**config.mk**
```make
export PLATFORM = sky130hd
export DESIGN_NAME = nlc_lin_serializer
export DESIGN_NICKNAME = d
export VERILOG_FILES = /design/src/rtl/nlc_lin_serializer.sv
export SDC_FILE = /design/constraint.sdc
export NUM_CORES = 1
export LEC_CHECK = 0
export BUFFER_PORTS_ARGS = -buffer_cell sky130_fd_sc_hd__buf_2
export CORE_AREA = 2 2 194 292
export DETAILED_ROUTE_END_ITERATION = 16
export DIE_AREA = 0 0 196 294
export PLACE_DENSITY_LB_ADDON = 0.12
export SYNTH_ARGS = -nofsm -noshare
export SYNTH_HDL_FRONTEND = slang
export SYNTH_SLANG_ARGS = --single-unit
export TNS_END_PERCENT = 50
```
**constraint.sdc**
```tcl
create_clock -name clk -period 18.35 [get_ports clk]
set_input_delay 3.67 -clock clk [delete_from_list [all_inputs] [get_ports clk]]
set_output_delay 3.67 -clock clk [all_outputs]
set_load 0.005 [all_outputs]
```
**src/rtl/nlc_lin_serializer.sv**
```systemverilog
// Ping-pong frame buffer behind the 16-channel NLC core: captures parallel
// linearized frames on srdyi and streams them one channel per cycle.
module nlc_lin_serializer #(
    parameter int NCH = 16,
    parameter int DW  = 21,
    parameter int FCW = 16
) (
    input  logic              clk,
    input  logic              reset,
    input  logic              srdyi,
    input  logic [NCH*DW-1:0] x_lin_i,
    output logic [DW-1:0]     dout,
    output logic [3:0]        ch_id,
    output logic              dout_valid,
    input  logic              dout_ready,
    output logic              sof,
    output logic              eof,
    output logic [FCW-1:0]    frame_cnt,
    output logic [7:0]        drop_cnt,
    output logic              overflow,
    input  logic              ovf_clr
);

    localparam logic [3:0] LAST_CH = 4'(NCH - 1);

    typedef enum logic {IDLE, STREAM} state_t;

    function automatic logic [7:0] sat_inc8(input logic [7:0] v);
        return (v == 8'hFF) ? v : v + 8'd1;
    endfunction

    state_t           state_q, state_d;
    logic [1:0]       full_q, full_d;
    logic             wr_ptr_q, wr_ptr_d;
    logic             rd_ptr_q, rd_ptr_d;
    logic [3:0]       ch_id_q, ch_id_d;
    logic [FCW-1:0]   frame_cnt_q, frame_cnt_d;
    logic [7:0]       drop_cnt_q, drop_cnt_d;
    logic             overflow_q, overflow_d;
    logic [NCH*DW-1:0] buf_q [2];

    logic pop, pop_last, accept, drop;

    always_comb begin
        pop      = (state_q == STREAM) && dout_ready;
        pop_last = pop && (ch_id_q == LAST_CH);
        // When both slots are full, wr_ptr equals rd_ptr, so a pop_last frees
        // exactly the slot the incoming frame is about to be written into.
        accept   = srdyi && (!full_q[wr_ptr_q] || pop_last);
        drop     = srdyi && !accept;

        full_d = full_q;
        if (pop_last) full_d[rd_ptr_q] = 1'b0;
        if (accept)   full_d[wr_ptr_q] = 1'b1;

        wr_ptr_d    = accept ? ~wr_ptr_q : wr_ptr_q;
        frame_cnt_d = accept ? frame_cnt_q + FCW'(1) : frame_cnt_q;

        overflow_d = overflow_q;
        drop_cnt_d = drop_cnt_q;
        if (drop) begin
            overflow_d = 1'b1;
            drop_cnt_d = ovf_clr ? 8'd1 : sat_inc8(drop_cnt_q);
        end else if (ovf_clr) begin
            overflow_d = 1'b0;
            drop_cnt_d = 8'd0;
        end

        state_d  = state_q;
        ch_id_d  = ch_id_q;
        rd_ptr_d = rd_ptr_q;
        case (state_q)
            IDLE: begin
                ch_id_d = 4'd0;
                if (|full_d) state_d = STREAM;
            end
            STREAM: begin
                if (pop_last) begin
                    rd_ptr_d = ~rd_ptr_q;
                    ch_id_d  = 4'd0;
                    state_d  = full_d[~rd_ptr_q] ? STREAM : IDLE;
                end else if (pop) begin
                    ch_id_d = ch_id_q + 4'd1;
                end
            end
            default: state_d = IDLE;
        endcase
    end

    always_ff @(posedge clk or negedge reset) begin
        if (!reset) begin
            state_q     <= IDLE;
            full_q      <= 2'b00;
            wr_ptr_q    <= 1'b0;
            rd_ptr_q    <= 1'b0;
            ch_id_q     <= 4'd0;
            frame_cnt_q <= '0;
            drop_cnt_q  <= 8'd0;
            overflow_q  <= 1'b0;
        end else begin
            state_q     <= state_d;
            full_q      <= full_d;
            wr_ptr_q    <= wr_ptr_d;
            rd_ptr_q    <= rd_ptr_d;
            ch_id_q     <= ch_id_d;
            frame_cnt_q <= frame_cnt_d;
            drop_cnt_q  <= drop_cnt_d;
            overflow_q  <= overflow_d;
        end
    end

    // Frame storage carries no reset; occupancy flags alone decide validity.
    always_ff @(posedge clk) begin
        if (accept) buf_q[wr_ptr_q] <= x_lin_i;
    end

    always_comb begin
        dout_valid = (state_q == STREAM);
        dout       = dout_valid ? buf_q[rd_ptr_q][int'(ch_id_q)*DW +: DW] : '0;
        ch_id      = dout_valid ? ch_id_q : 4'd0;
        sof        = dout_valid && (ch_id_q == 4'd0);
        eof        = dout_valid && (ch_id_q == LAST_CH);
    end

    assign frame_cnt = frame_cnt_q;
    assign drop_cnt  = drop_cnt_q;
    assign overflow  = overflow_q;

endmodule

```
Yosys cells after proc, flatten, opt, wreduce, memory -nomap -nowiden

Memory sizes are Yosys's and may differ from the RTL's.
Index checks and enable logic that the tools add are counted.

Multiplexer cells: 27
Add/sub/neg operators: 3
$mul: 1
Equal/unequal tests: 4
Reductions and logical operators: 16
Bitwise gates (word level): 6
Shift operators: 1
Order comparisons: 5

Operator list:

| cell                                                        | count |
|---|---|
| variable part select 336 x 10 -> 21 bit                     | 1 |
| 2-to-1 mux 8 bit                                            | 4 |
| 2-to-1 mux 21 bit                                           | 1 |
| adder 16 x 1 -> 16 bit (second input constant)              | 1 |
| 2-to-1 mux 1 bit                                            | 13 |
| 2-to-1 mux 4 bit                                            | 3 |
| multiplier 4 x 5 -> 9 bit (second input constant)           | 1 |
| adder 8 x 1 -> 8 bit (second input constant)                | 1 |
| == test 8 bit (second input constant)                       | 1 |
| logical AND 1 bit                                           | 8 |
| case mux 4 bit (2 select lines)                             | 1 |
| less-than comparator 1 x 2 -> 1 bit (second input constant) | 3 |
| adder 4 x 1 -> 4 bit (second input constant)                | 1 |
| == test 4 bit (second input constant)                       | 1 |
| logical NOT 4 bit                                           | 1 |
| 2-to-1 mux 2 bit                                            | 2 |
| AND reduction 2 bit                                         | 2 |
| != test 3 x 1 -> 1 bit (second input constant)              | 1 |
| NOT 1 bit                                                   | 3 |
| bitwise AND 2 bit                                           | 1 |
| demux 1 bit (select 1 bit)                                  | 2 |
| >= comparator 1 bit (second input constant)                 | 2 |
| logical NOT 1 bit                                           | 2 |
| != test 2 bit (second input constant)                       | 1 |
| 6 further kinds                                             | 6 |

Register bits after elaboration: 34
Output and inout port bits: 53
Word-level logic and storage cells: 72
Bits in writable memories: 672
Bits of input ports: 341
Memories kept: 1

Memory list:

| memory | depth | bits a word | read ports | clocked after memory_dff | write ports | RTL line | source |
|---|---|---|---|---|---|---|---|
| buf_q  | 2     | 336         | 1          | 0                        | 1           | 40       | `logic [NCH*DW-1:0] buf_q [2];` |

Depth between registers and ports, before layout

Depth in word-level cells: 14
Depth in mapped cells: 8
Gate-level depth less buffers: 5

Worst setup path before layout

Ideal clock, no wire load.

Kind: input-to-reg
Start: in dout_ready
End: mem buf_q[0][0] (netlist bit), enable pin
Required time: 17.308 ns
Path slack: -0.923 ns
Setup time: 1.042 ns
Path buffers: 1
Arrival time: 18.230 ns
Stages on the path: 4
Cell sequence: clkbuf_1 > a21o_1 > nand2_1 > nor2_1

Cells in the longest elaborated chain, start to end: 6

Ends and longest elaborated chain:

| item                                   | RTL line | source |
|---|---|---|
| start: declaration                     | 15       | `input logic dout_ready,` |
| logical AND 1 bit                      | 45       | `pop = (state_q == STREAM) && dout_ready;` |
| logical AND 1 bit                      | 46       | `pop_last = pop && (ch_id_q == LAST_CH);` |
| logical OR 1 bit                       | 49       | `accept = srdyi && (!full_q[wr_ptr_q] \|\| pop_last);` |
| logical AND 1 bit                      | 49       |  |
| 2-to-1 mux 1 bit                       | 114      | `if (accept) buf_q[wr_ptr_q] <= x_lin_i;` |
| 2-to-1 mux 1 bit (implied by the code) | 114      |  |
| end: declaration                       | 40       |  |

No other way between the ends.

Final worst setup path

Start: reg ch_id_q[0]
End: out dout[11]

Cells in the longest elaborated chain, start to end: 3

Ends and longest elaborated chain:

| item                                    | RTL line | source |
|---|---|---|
| start: declaration                      | 36       | `logic [3:0] ch_id_q, ch_id_d;` |
| start signal: assignment                | 105      | `ch_id_q <= ch_id_d;` |
| multiplier 4 x 5 -> 9 bit               | 119      | `dout = dout_valid ? buf_q[rd_ptr_q][int'(ch_id_q)*DW +: DW] : '0;` |
| variable part select 336 x 10 -> 21 bit | 119      |  |
| 2-to-1 mux 21 bit                       | 119      |  |
| end: declaration                        | 12       | `output logic [DW-1:0] dout,` |

No other way between the ends.

==> parameters.txt <==
Parameter                              Value

Outcome
  Status    complete, no violations

Worst setup path
  Maximum fanout along the worst path    58
  Slowest stage cell, crit path    buf_4
  Crit path capture type    primary output
  CP Launch Type    register
  Data arrival at the endpoint of the critical path    4260 ps
  Internal reg-to-reg setup slack    12130 ps
  Bufs and invs on worst path    3
  Worst setup path category    reg -> out
  Terminus of the critical flop-to-flop path    buf_q[1][44]$_DFFE_PP_
  Cell family with the largest share of critical-path delay    buffers and inverters
  R2R cell count    9
  Most numerous cell on the critical path    buf_4
  Data required time at the worst endpoint    14680 ps
  Delay of the slowest cell on the worst path    800 ps
  Cells along the critical path    buf_4, buf_4, mux4_2, mux2i_1, o22a_1, o221ai_1, buf_2
  Worst R2R Start    ch_id_q[0]$_DFFE_PN0P_

Synth
  Yosys reg bits    706
  Post-Synthesis Cells    1231
  Most frequently used flop master after synthesis    edfxtp_1
  Post-synthesis cell area    27300 µm²
  Synthesized area per cell    22.2 µm²
  Sequential-to-total area share from yosys stat    77.1%
  Synth Net Count    1576
  Ys Warns    0
  Number of flops mapped to enable cells by yosys    672
  Async set or reset register ratio after synthesis    4.82%
  Number of different library cells in the post-synthesis netlist    52

Timing
  Final setup viols    0
  Post-route fraction of the period consumed by the critical path    43.2%
  Max frequency    0.126 GHz
  Final setup skew    16.8 ps
  Number of pins with negative max-slew slack in the final report    0
  Worst slew pin tran    1400 ps
  Final hold violation count    0
  Unrepaired setup endpoints after global routing    no
  Final period demand of the worst path    7930 ps
  Headroom to the max-slew limit    6.55%
  Setup TNS    0 ps

Layout
  Number of fill cells    4195
  Leading cell type in the layout, fill and taps excluded    edfxtp_1
  Area taken by flip-flops and latches    21000 µm²
  Multi-input logic area    5870 µm²
  Most frequent cells in the layout    edfxtp_1 (672), buf_2 (393), mux4_2 (158)
  Nets    1986
  Share of post-route cells with drive strength above 1    39.1%
  Fin util    58.0%
  Area growth, synth to finish    17.5%
  Final std cells w/o fill    2408

Floorplan
  Boundary pin count    394
  Die X-Extent    196 µm
  Overall die height    294 µm
  Die area    57600 µm²
  Initial cell density of the core    49.4%
  Number of placement rows    106
  Floorplan core area    55200 µm²

CTS
  Count of hold-fix buffers inserted at cts    0
  CTS sink cnt    706
  Buffer depth of the longest clock path    3
  TritonCTS clock tree    yes
  Clock latency on the worst-skew pair    610 ps
  H-tree lvl count    3
  Clock buffers created by TritonCTS    68
  Clock-pin slew on the worst setup and hold paths    60 ps
  Clock root cell    clkbuf_16
  CTS resizes    0
  Setup Fix Bufs, Post-CTS    0

Drt
  Count of TritonRoute iterations in the first routing pass    5
  Routed len/inst    26.1 µm
  Routed via count    13.7k
  DRT Wirelength    62900 µm
  Final routed DRC violation total    0
  Routed via count divided by cell count    5.67
  Initial DRC Count    718
  Post-DRT Antenna Nets    0

Min path
  Hold wc startpoint    frame_cnt[15]$_DFFE_PN0N_
  Depth of the worst hold-timing path    1
  Worst min-delay path class    reg -> reg
  End of the worst hold path    frame_cnt[15]$_DFFE_PN0N_

Global route
  Initial antenna violation count    36
  Wire length of the first global-routing pass    92000 µm
  Gr ovfl total    0
  Combined global-route utilization of all metal layers    22.1%
  Via count of the first global-routing pass    14.6k
  Maximum number of pins on one net before global-route repair    190

Run
  Total of max-cap violations    0

Power
  Static power due to leakage    11.0 nW
  Sum of internal, switching and leakage power    4.25 mW
  P per Cell Area    133 nW/µm²
  Peak supply drop    86.9 µV

Placed design
  DPL Wire Length    41800 µm
  Placed instance count    2273
  Number of buffer cells added on primary ports    393
  RePlAce Congestion    0.805
## how the worst max path moves through the flow
stage                           start                       to  slack, ps  cells after the start
2_1_floorplan              dout_ready    buf_q[0][0]$_DFFE_PP_       -920                      4
3_3_place_gp               dout_ready  buf_q[1][307]$_DFFE_PP_      10390                      7
3_5_place_dp               dout_ready  buf_q[1][308]$_DFFE_PP_      10270                      7
4_1_cts        ch_id_q[0]$_DFFE_PN0P_                 dout[11]      10290                      7
5_1_grt        ch_id_q[0]$_DFFE_PN0P_                 dout[11]      10280                      7
6_report       ch_id_q[0]$_DFFE_PN0P_                 dout[11]      10420                      7
## metal layers
layer	routed length, µm	global-route usage (%)	up-vias
li1	-	-	6068
met1	22400	24.7	7006
met2	33500	39.2	414
met3	4700	6.82	131
met4	2140	9.04	36
met5	234	0	-
## synthesized netlist by cell type, types with 5 or more instances
cell      count  area (µm²)
o22ai_1       5        31.3
buf_4         8        60.1
and2_1       10        62.6
a21oi_1       5        25.0
nand2_1      14        52.6
nor2b_1       5        31.3
o22a_1       16         140
o221ai_1     16         140
nor2_1       10        37.5
clkbuf_1     21        78.8
inv_1        12        45.0
xnor2_1      14         123
a221oi_1      5        43.8
dfrtp_1      34         851
nand3_1      12        60.1
buf_1        17        63.8
a22o_1       12         105
buf_2        17        85.1
mux2i_1      86         861
edfxtp_1    672       20200
nand4_1      10        62.6
a22oi_1      10        75.1
mux4_2      158        3560
and3_1        6        37.5
a31oi_1       6        37.5
## sequential cells by signal, summed over array words and instances (netlist names)
name	count
drop_cnt	8
overflow	1
dout_valid	1
rd_ptr_q	1
frame_cnt	16
ch_id_q	4
wr_ptr_q	1
buf_q	672
full_q	2
## metrics by stage
step / worst slack (ps) / hold slack (ps) / cell area, µm²
finish: 10420 / 471 / 32000
global route: 10280 / 506 / 32000
detailed placement: 10270 / 463 / 29900
floorplan: -923 / 465 / 27300
CTS: 10290 / 471 / 32000
global placement: 10390 / 458 / 29900
## power breakdown
part	internal (mW)	switching, mW	total [mW]	leakage, nW
logic	0.480	0.562	1.04	3.57
registers	1.85	0.0530	1.90	6.48
clock network	0.732	0.576	1.31	1.00
## worst reg2reg max path, stage by stage (launching register included)
cell,delay [ps]
dfrtp_4,630
buf_4,600
ha_1,400
and4_4,300
a21o_1,390
nand2_1,310
nor2_4,140
buf_4,830
buf_12,660
buf_4,1440
## logic make-up after synthesis
family	synth area share, %
mux	16.2
simple gates	1.79
flops	77.1
fa+ha+maj	0.184
compound gates	2.72
xor+xnor	0.546
buf+inv	1.39
## area by class of cell
class	count	share of cell area, %
inverters	12	0.148
flip-flops and latches	706	65.7
clock inverters	37	0.828
multi-input cells	446	18.3
clock buffers	81	5.53
repair buffers	407	6.59
well taps	702	2.74
diodes	17	0.133
Power figures use the tool's default switching activity.
